### src/rtl/reg_file_pkg.sv
// Shared core definitions for the architectural register file: widths,
// the hardwired-zero index and the register index type.
package reg_file_pkg;

  localparam int XLEN      = 32;
  localparam int NREGS     = 32;
  localparam int REG_IDX_W = 5;

  typedef logic [REG_IDX_W-1:0] reg_idx_t;
  typedef logic [XLEN-1:0]      xlen_t;

  localparam reg_idx_t REG_ZERO = 5'd0;

  // True when an enabled access targets a real (non-x0) register equal to idx.
  function automatic logic idx_hit(input logic en, input reg_idx_t a, input reg_idx_t idx);
    return en && (a == idx) && (idx != REG_ZERO);
  endfunction

endpackage

### src/rtl/reg_file_if.sv
// Decode/writeback side of the register file: two read ports with busy
// lookups, one writeback port, the allocation strobe and flush.
interface reg_file_if;
  import reg_file_pkg::*;

  // No valid/ready here: every request is a single-cycle strobe. Reads are
  // combinational and always answered; W_en and alloc_en are consumed on the
  // rising edge they are high; flush clears every busy bit on that edge.
  reg_idx_t w_R_1_num;
  reg_idx_t w_R_2_num;
  xlen_t    w_R_1;
  xlen_t    w_R_2;
  logic     R_1_busy;
  logic     R_2_busy;
  logic     W_en;
  reg_idx_t W_num;
  xlen_t    W_data;
  logic     alloc_en;
  reg_idx_t alloc_num;
  logic     flush;

  modport master (
    output w_R_1_num, w_R_2_num, W_en, W_num, W_data, alloc_en, alloc_num, flush,
    input  w_R_1, w_R_2, R_1_busy, R_2_busy
  );

  modport slave (
    input  w_R_1_num, w_R_2_num, W_en, W_num, W_data, alloc_en, alloc_num, flush,
    output w_R_1, w_R_2, R_1_busy, R_2_busy
  );

endinterface

### src/rtl/reg_scoreboard.sv
// In-flight write scoreboard: one busy bit per writable register, set by
// allocation, cleared by writeback or flush, with two combinational lookups.
module reg_scoreboard
  import reg_file_pkg::*;
#(
  parameter int BYPASS = 1
) (
  input  logic     clk,
  input  logic     reset,
  input  logic     alloc_en,
  input  reg_idx_t alloc_num,
  input  logic     w_en,
  input  reg_idx_t w_num,
  input  logic     flush,
  input  reg_idx_t rd1_num,
  input  reg_idx_t rd2_num,
  output logic     rd1_busy,
  output logic     rd2_busy
);

  logic [NREGS-1:1] busy_q;
  logic [NREGS-1:1] busy_d;
  logic [NREGS-1:0] busy_view;
  logic             rd1_retire;
  logic             rd2_retire;

  // Flush beats alloc, and a fresh alloc beats a same-cycle writeback.
  always_comb begin
    busy_d = busy_q;
    for (int n = 1; n < NREGS; n++) begin
      if (flush) begin
        busy_d[n] = 1'b0;
      end else if (alloc_en && (alloc_num == reg_idx_t'(n))) begin
        busy_d[n] = 1'b1;
      end else if (w_en && (w_num == reg_idx_t'(n))) begin
        busy_d[n] = 1'b0;
      end
    end
  end

  always_ff @(posedge clk or negedge reset) begin
    if (!reset) begin
      busy_q <= '0;
    end else begin
      busy_q <= busy_d;
    end
  end

  // x0 occupies bit 0 of the lookup vector and is never busy.
  assign busy_view = {busy_q, 1'b0};

  // A write retiring this cycle already counts as not-busy when forwarding.
  always_comb begin
    rd1_retire = 1'b0;
    rd2_retire = 1'b0;
    if (BYPASS != 0) begin
      rd1_retire = idx_hit(w_en, w_num, rd1_num);
      rd2_retire = idx_hit(w_en, w_num, rd2_num);
    end
  end

  assign rd1_busy = busy_view[rd1_num] & ~rd1_retire;
  assign rd2_busy = busy_view[rd2_num] & ~rd2_retire;

endmodule

### src/rtl/reg_file.sv
// Architectural register file: 31 writable XLEN-bit registers plus hardwired
// x0, two combinational read ports with optional write forwarding.
module reg_file
  import reg_file_pkg::*;
#(
  parameter int BYPASS = 1
) (
  input  logic       clk,
  input  logic       reset,
  reg_file_if.slave  bus
);

  xlen_t regs     [NREGS-1:1];
  xlen_t reg_view [NREGS];
  logic  fwd_1;
  logic  fwd_2;

  always_ff @(posedge clk or negedge reset) begin
    if (!reset) begin
      for (int i = 1; i < NREGS; i++) begin
        regs[i] <= '0;
      end
    end else begin
      // A write to x0 matches no entry and is dropped.
      for (int i = 1; i < NREGS; i++) begin
        if (bus.W_en && (bus.W_num == reg_idx_t'(i))) begin
          regs[i] <= bus.W_data;
        end
      end
    end
  end

  always_comb begin
    reg_view[0] = '0;
    for (int i = 1; i < NREGS; i++) begin
      reg_view[i] = regs[i];
    end
  end

  // Forwarding is deliberately not gated by reset; writeback keeps W_en low then.
  always_comb begin
    fwd_1 = 1'b0;
    fwd_2 = 1'b0;
    if (BYPASS != 0) begin
      fwd_1 = idx_hit(bus.W_en, bus.W_num, bus.w_R_1_num);
      fwd_2 = idx_hit(bus.W_en, bus.W_num, bus.w_R_2_num);
    end
  end

  assign bus.w_R_1 = fwd_1 ? bus.W_data : reg_view[bus.w_R_1_num];
  assign bus.w_R_2 = fwd_2 ? bus.W_data : reg_view[bus.w_R_2_num];

  reg_scoreboard #(
    .BYPASS (BYPASS)
  ) u_scoreboard (
    .clk       (clk),
    .reset     (reset),
    .alloc_en  (bus.alloc_en),
    .alloc_num (bus.alloc_num),
    .w_en      (bus.W_en),
    .w_num     (bus.W_num),
    .flush     (bus.flush),
    .rd1_num   (bus.w_R_1_num),
    .rd2_num   (bus.w_R_2_num),
    .rd1_busy  (bus.R_1_busy),
    .rd2_busy  (bus.R_2_busy)
  );

endmodule
### src/flat_wrapper.sv
// flat-port wrapper written by rule: the top's interface ports become plain ports
module reg_file_flat import reg_file_pkg::*;
#(
  parameter int BYPASS = 1
)
  (clk, reset, bus_w_R_1_num, bus_w_R_2_num, bus_W_en, bus_W_num, bus_W_data, bus_alloc_en, bus_alloc_num, bus_flush, bus_w_R_1, bus_w_R_2, bus_R_1_busy, bus_R_2_busy);
  reg_file_if bus_i ();
  input  logic clk;
  input  logic reset;
  input wire logic [$bits(bus_i.w_R_1_num)-1:0] bus_w_R_1_num;
  input wire logic [$bits(bus_i.w_R_2_num)-1:0] bus_w_R_2_num;
  input wire logic [$bits(bus_i.W_en)-1:0] bus_W_en;
  input wire logic [$bits(bus_i.W_num)-1:0] bus_W_num;
  input wire logic [$bits(bus_i.W_data)-1:0] bus_W_data;
  input wire logic [$bits(bus_i.alloc_en)-1:0] bus_alloc_en;
  input wire logic [$bits(bus_i.alloc_num)-1:0] bus_alloc_num;
  input wire logic [$bits(bus_i.flush)-1:0] bus_flush;
  output wire logic [$bits(bus_i.w_R_1)-1:0] bus_w_R_1;
  output wire logic [$bits(bus_i.w_R_2)-1:0] bus_w_R_2;
  output wire logic [$bits(bus_i.R_1_busy)-1:0] bus_R_1_busy;
  output wire logic [$bits(bus_i.R_2_busy)-1:0] bus_R_2_busy;
  assign bus_i.w_R_1_num = bus_w_R_1_num;
  assign bus_i.w_R_2_num = bus_w_R_2_num;
  assign bus_i.W_en = bus_W_en;
  assign bus_i.W_num = bus_W_num;
  assign bus_i.W_data = bus_W_data;
  assign bus_i.alloc_en = bus_alloc_en;
  assign bus_i.alloc_num = bus_alloc_num;
  assign bus_i.flush = bus_flush;
  assign bus_w_R_1 = bus_i.w_R_1;
  assign bus_w_R_2 = bus_i.w_R_2;
  assign bus_R_1_busy = bus_i.R_1_busy;
  assign bus_R_2_busy = bus_i.R_2_busy;
  reg_file #(.BYPASS(BYPASS)) u_core (.clk(clk), .reset(reset), .bus(bus_i));
endmodule
### config.mk
export PLATFORM = sky130hd
export DESIGN_NAME = reg_file_flat
export DESIGN_NICKNAME = d
export VERILOG_FILES = /design/src/rtl/reg_file_pkg.sv /design/src/rtl/reg_file_if.sv /design/src/rtl/reg_scoreboard.sv /design/src/rtl/reg_file.sv /design/src/flat_wrapper.sv
export SDC_FILE = /design/constraint.sdc
export NUM_CORES = 2
export LEC_CHECK = 0
export BUFFER_PORTS_ARGS = -buffer_cell sky130_fd_sc_hd__buf_2
export CAP_MARGIN = 10
export CORE_ASPECT_RATIO = 0.7
export CORE_UTILIZATION = 40
export CTS_CLUSTER_SIZE = 20
export DETAILED_ROUTE_END_ITERATION = 8
export HOLD_SLACK_MARGIN = 0.1
export PLACE_DENSITY = 0.56
export RECOVER_POWER = 50
export SLEW_MARGIN = 20
export SYNTH_ARGS = -nofsm -noshare
export SYNTH_HDL_FRONTEND = slang
export SYNTH_HIERARCHICAL = 1
export SYNTH_SLANG_ARGS = --single-unit
export TNS_END_PERCENT = 50
### constraint.sdc
create_clock -name clk -period 1.7 [get_ports clk]
set_input_delay 0 -clock clk [delete_from_list [all_inputs] [get_ports clk]]
set_output_delay 0 -clock clk [all_outputs]
set_load 0.1 [all_outputs]
======== Word-level counts from Yosys, hierarchy flattened ========
Cells that the tools add are included.
word-level totals
  register bits after elaboration ......... 1023
  bits in latches ......................... 0
  bits in writable memories ............... 0
  bits in read-only memories .............. 0
  word-level logic and storage cells ...... 340
  memories ................................ 0
operators by class
  add/sub/neg operators ................... 0
  multiply operators ...................... 0
  div/mod/pow operators ................... 0
  $lt $le $gt $ge ......................... 4
  equal/unequal tests ..................... 64
  shifts and indexed selects .............. 0
  mux-type cells .......................... 105
  bitwise logic cells ..................... 6
  reduce and logical (&&, ||, !) cells .... 99
operators with widths
  kind                number
  $bmux 32 s5         2
  $mux 32             6
  $eq 5x5->1 const B  32
  $mux 1              95
  $reduce_bool 3->1   31
  $eq 5x4->1 const B  16
  $logic_and 1x1->1   66
  $eq 5x3->1 const B  8
  $eq 5x2->1 const B  4
  $ge 6x6->1 const B  2
  $lt 5x6->1 const B  2
  $not 5->6           2
  $bmux 1 s5          2
  $eq 5x1->1 const B  2
  $eq 5x5->1          2
  $reduce_bool 5->1   2
  $and 1x1->1         2
  $not 1->1           2

======== Logic depth before layout (Yosys ltp) ========
  depth after elaboration ................. 5
  depth in mapped cells ................... 8
  depth with buffers taken out ............ 5

======== Hierarchy ========
The synthesis kept the hierarchy.
modules (own cells, without submodules)
  module          instances  cells each  area each (um2)  sequential area each (um2)
  reg_file        1          3710        53563.9          24823.8
  reg_scoreboard  1          243         2139.6           775.7

======== Worst setup path after synthesis ========
OpenSTA, ideal clock, no wires.
  kind .................................... input port to output port
  from .................................... input port bus_w_R_1_num[1]
  to ...................................... output port bus_w_R_1[27]
  arrival time ............................ 3384 ps
  data required time ...................... 1700 ps
  setup slack ............................. -1684 ps
  cell stages on the path ................. 7
  buffers on the path ..................... 3
  cells stage by stage .................... buf_2 -> or3_1 -> buf_2 -> o21ai_2 -> a211oi_2 -> clkbuf_1 -> o31ai_1
on the way
  word-level cells in the longest chain between the ends .. 5
  elaborated cells on any way between the ends .. 9
  classes of those cells .................. 1 x eq/ne; 4 x mux; 1 x bitwise; 3 x reduce/logical
ends and longest elaborated chain
  item                                        RTL line            source
  start: declaration                          flat_wrapper.sv:10  input wire logic [$bits(bus_i.w_R_1_num)-1:0] bus_w_R_1_num;
  $not 5->6 (implied by the code)             reg_file.sv:50      assign bus.w_R_1 = fwd_1 ? bus.W_data : reg_view[bus.w_R_1_num];
  $bmux 32 s5                                 reg_file.sv:50
  $mux 32 (implied by the code) (2 in a row)  reg_file.sv:50
  $mux 32 *                                   reg_file.sv:50
  end: declaration                            flat_wrapper.sv:18  output wire logic [$bits(bus_i.w_R_1)-1:0] bus_w_R_1;
Every way passes the cells marked *; elsewhere a longest branch is shown, timed or not. The select of a mux whose other input is x is not followed.

======== Final worst setup path ========
  from .................................... register u_core.regs (netlist bit u_core/reg_view[120])
  to ...................................... output port bus_w_R_1[24]
on the way
  word-level cells in the longest chain between the ends .. 4
ends and longest elaborated chain
  item                                        RTL line        source
  start: declaration                          reg_file.sv:13  xlen_t regs [NREGS-1:1];
  start signal: indexed assignment            reg_file.sv:27  regs[i] <= bus.W_data;
  $bmux 32 s5                                 reg_file.sv:50
  $mux 32 (implied by the code) (2 in a row)  reg_file.sv:50
  $mux 32                                     reg_file.sv:50
Every way passes these cells. The select of a mux whose other input is x is not followed.

==> metrics.md <==
| Metric | Value |
|---|---|
| Worst Skew | 0 ns |
| RSZ-0062 raised after global routing | yes |
| Port bufs | between 100 and 150 |
| Die Y | about 310 um |
| Clock Sink Count | just over 1000 |
| Clock Root Buffer | clkbuf_16 |
| Cts bufs inserted | 107 |
| Vias | around 40000 |
| WP buf/inv | 3 |
| CP Launch Type | flop |
| Worst path max stage delay | 0.47 ns |
| Layout Nets | roughly 4600 |
| Layout cells sized above 1 | between 60% and 70% |
| Global-route wire length before repair | about 290000 um |
| Peak supply drop | approximately 0.00076 V |
| FP Rows | approximately 110 |
| Drt total wl | 197000 um |
| Initial DRC count | approximately 3800 |
| Hold Worst Slack | approximately 0.13 ns |
| DR WL/cell | 30.4 um |
| Non-Filler Instances | roughly 6500 |
| Crit path DAT | between 2 and 3 ns |
| Hold Crit Class | input pin to flop |
| H-tree depth | 3 |
| Detailed-router iteration count before antenna repair | 7 |
| ANT nets after route | 0 |
| Warnings, synthesis | 6 |
| CTS clock-pin slew for the worst setup and hold paths | about 0.060 ns |
| Ranking of synthesized cells by area | dfrtp_1 (46%), mux2_2 (22%), mux4_2 (16%) |
| Clock buffer depth | 3 |
| Worst-path fanout max | 2 |
| Vias in the first global route | around 40000 |
| Total gr overflow | 0 |
| Initial antenna violation count | 6 |
| Global-route total usage across every layer | between 20% and 30% |
| Commonest non-fill, non-tap cell in the layout | mux2_2 |
| Crit share post-route | 158% |
| Fmax | 0.371 GHz |
| Slowest CP cell | mux4_2 |
| Post-synthesis sequential area ratio | 46.0% |
| Syn_nets | 4010 |
| Syn avg cell area | roughly 14 um2 |
| Final hold vios | 0 |
| Cell Pwr Density | 1110 nW/um2 |
| Slew of the pin with the lowest slew margin | 0.965 ns |
| Mapped Area | between 50000 and 60000 um2 |
| Crit Path Class | flop to output port |
| Lkg Pwr | between 0.03 and 0.04 uW |
| Latest clock arrival within the worst-skew pair | 0.71 ns |
| CP cell instances | buf_6 -> mux4_2 -> a22o_4 -> a211oi_4 -> buf_4 -> o31ai_4 -> buf_12 |
| Largest net degree at the start of global routing | about 110 |
| Main synth FF type | dfrtp_1 |
| Worst slew margin | between 30% and 40% |
| Mapped Cells | just under 4000 |
| Most frequent cells in the layout | mux2_2 (1067), dfrtp_1 (1022), buf_4 (512) |
| Fraction of registers with async set or reset after synthesis | between 90% and 100% |
| DPL Wire Length | roughly 130000 um |
| Status | complete, but fails checks |
| Ports | 123 |
| Failing checks | negative setup slack |
| TNS Setup | -248.02 ns |
| EDFF count, synth | 0 |
| Core footprint | 138000 um2 |
| Post-layout minimum cycle time | around 2.7 ns |
| Routed vias/inst | ~6 |
| Initial Util | around 40% |
| Reg2reg setup slack | about 0.3 ns |
| Synth top area share | between 40 and 50% |
| Placed cells | 6223 |
| TritonCTS clock tree | done |
| Routability Congestion | approximately 0.9 |
| DIE WIDTH | between 400 and 500 um |
| Area growth syn-to-layout | 28.8% |
| Final setup viols | roughly 1100 |
| Max-slew violations | 0 |
| Drt drc | 0 |
| MaxCap Viol Count | 0 |
| CP endpoint kind | output port |
| Synth area leader | dfrtp_1 |
| Delay-heaviest family, CP | compound AO/OA/AOI/OAI gates |
| Place WS | -0.913 ns |
| Synth unique cells | 56 |
| Util after Layout | a little over 50% |
| Crit path required time | roughly 1.7 ns |
| Yosys reg bits | roughly 1000 |
| Die area | 141000 um2 |
| PnR worst setup slack | -0.992 ns |
==> path summary, 6_finish.rpt <==
kind                                               start                             to  cells past startpoint
min in group asynchronous                          reset           u_core/reg_view[535]                      4
setup reg to reg           u_core/u_scoreboard/busy_q[1]  u_core/u_scoreboard/busy_q[1]                      4
hold / removal                              bus_W_num[0]  u_core/u_scoreboard/busy_q[6]                      5
hold reg to reg                     u_core/reg_view[388]           u_core/reg_view[388]                      1
max in group asynchronous                          reset            u_core/reg_view[68]                      6
setup / recovery                    u_core/reg_view[120]                  bus_w_R_1[24]                      7
==> Yosys cell counts (18+ instances only) <==
cell type  instances
nand2b_1          20
mux2_2          1068
o21ai_0          141
mux2_1            27
mux2_4            30
nand3_1           40
nand2_1          141
a21oi_1           52
o22ai_1           80
buf_4             41
dfrtp_1         1023
a22o_1            48
a22oi_1           60
clkbuf_1         200
nor2_1            58
a221oi_1          50
mux4_2           407
nor3_1            39
o31ai_1           18
mux2i_1           57
buf_2            169
==> registers in the layout (all words and copies together), names as in the netlist <==
signal	cells
u_core/u_scoreboard/busy_q	31
u_core/reg_view	992
==> power by group <==
part	internal, uW	switching, uW	total, uW	leakage, uW
sequential	29000	3350	32300	0.0131
clock	14800	10400	25300	0.00184
combinational	12200	10100	22200	0.0159
total	56000	23800	79800	0.0309
==> routing by layer <==
metal	wire, um	GRT usage (%)	vias to the layer above
met5	17	0	-
met3	14600	5.82	301
met4	5650	7.67	2
met1	92700	43.4	21200
met2	84200	40.1	1549
li1	-	-	16500
==> final cells by class <==
type                       instances  area, um2
multi-input combinational       2499      30400
antenna                            3       7.51
inverter                           4       15.0
fill                           11600      66300
sequential                      1023      25600
tap                             1856       2320
clock buffer                     157       3210
timing repair buffer             903       9710
clock inverter                    41        536
==> what timing repair did <==
item,in CTS,in global routing
setup endpoints to repair,66,81
pin swaps,72,61
gates cloned,0,0
hold endpoints to repair,1893,0
gates resized for setup,255,111
hold buffers,67,0
buffers inserted,10,10
==> per-stage QoR <==
stage	instance area [um2]	total power [uW]
after floorplan	56500	44900
after global placement	65900	52900
after detailed placement	65900	53400
after CTS	71400	79700
after global routing	71700	83000
final	71800	79800
==> worst min-delay path, delay by kind of cell <==
family          cells  cell delay [ns]
simple gates        1             0.20
buf+inv             2             0.37
compound gates      2             0.24
==> cell families (layout without fill, tap and decap cells) <==
family | count (synthesis) | after routing | share of synthesized area [%]
buffers and inverters | 431 | 1105 | 3.68
muxes | 1593 | 1593 | 40.6
AOI/OAI and AO/OA | 545 | 545 | 6.61
DFF | 1023 | 1023 | 46.0
and+or+nand+nor | 345 | 345 | 2.89
xor gates and xnor gates | 16 | 16 | 0.252
other | 0 | 3 | 0
(Power assumes the default switching activity.)
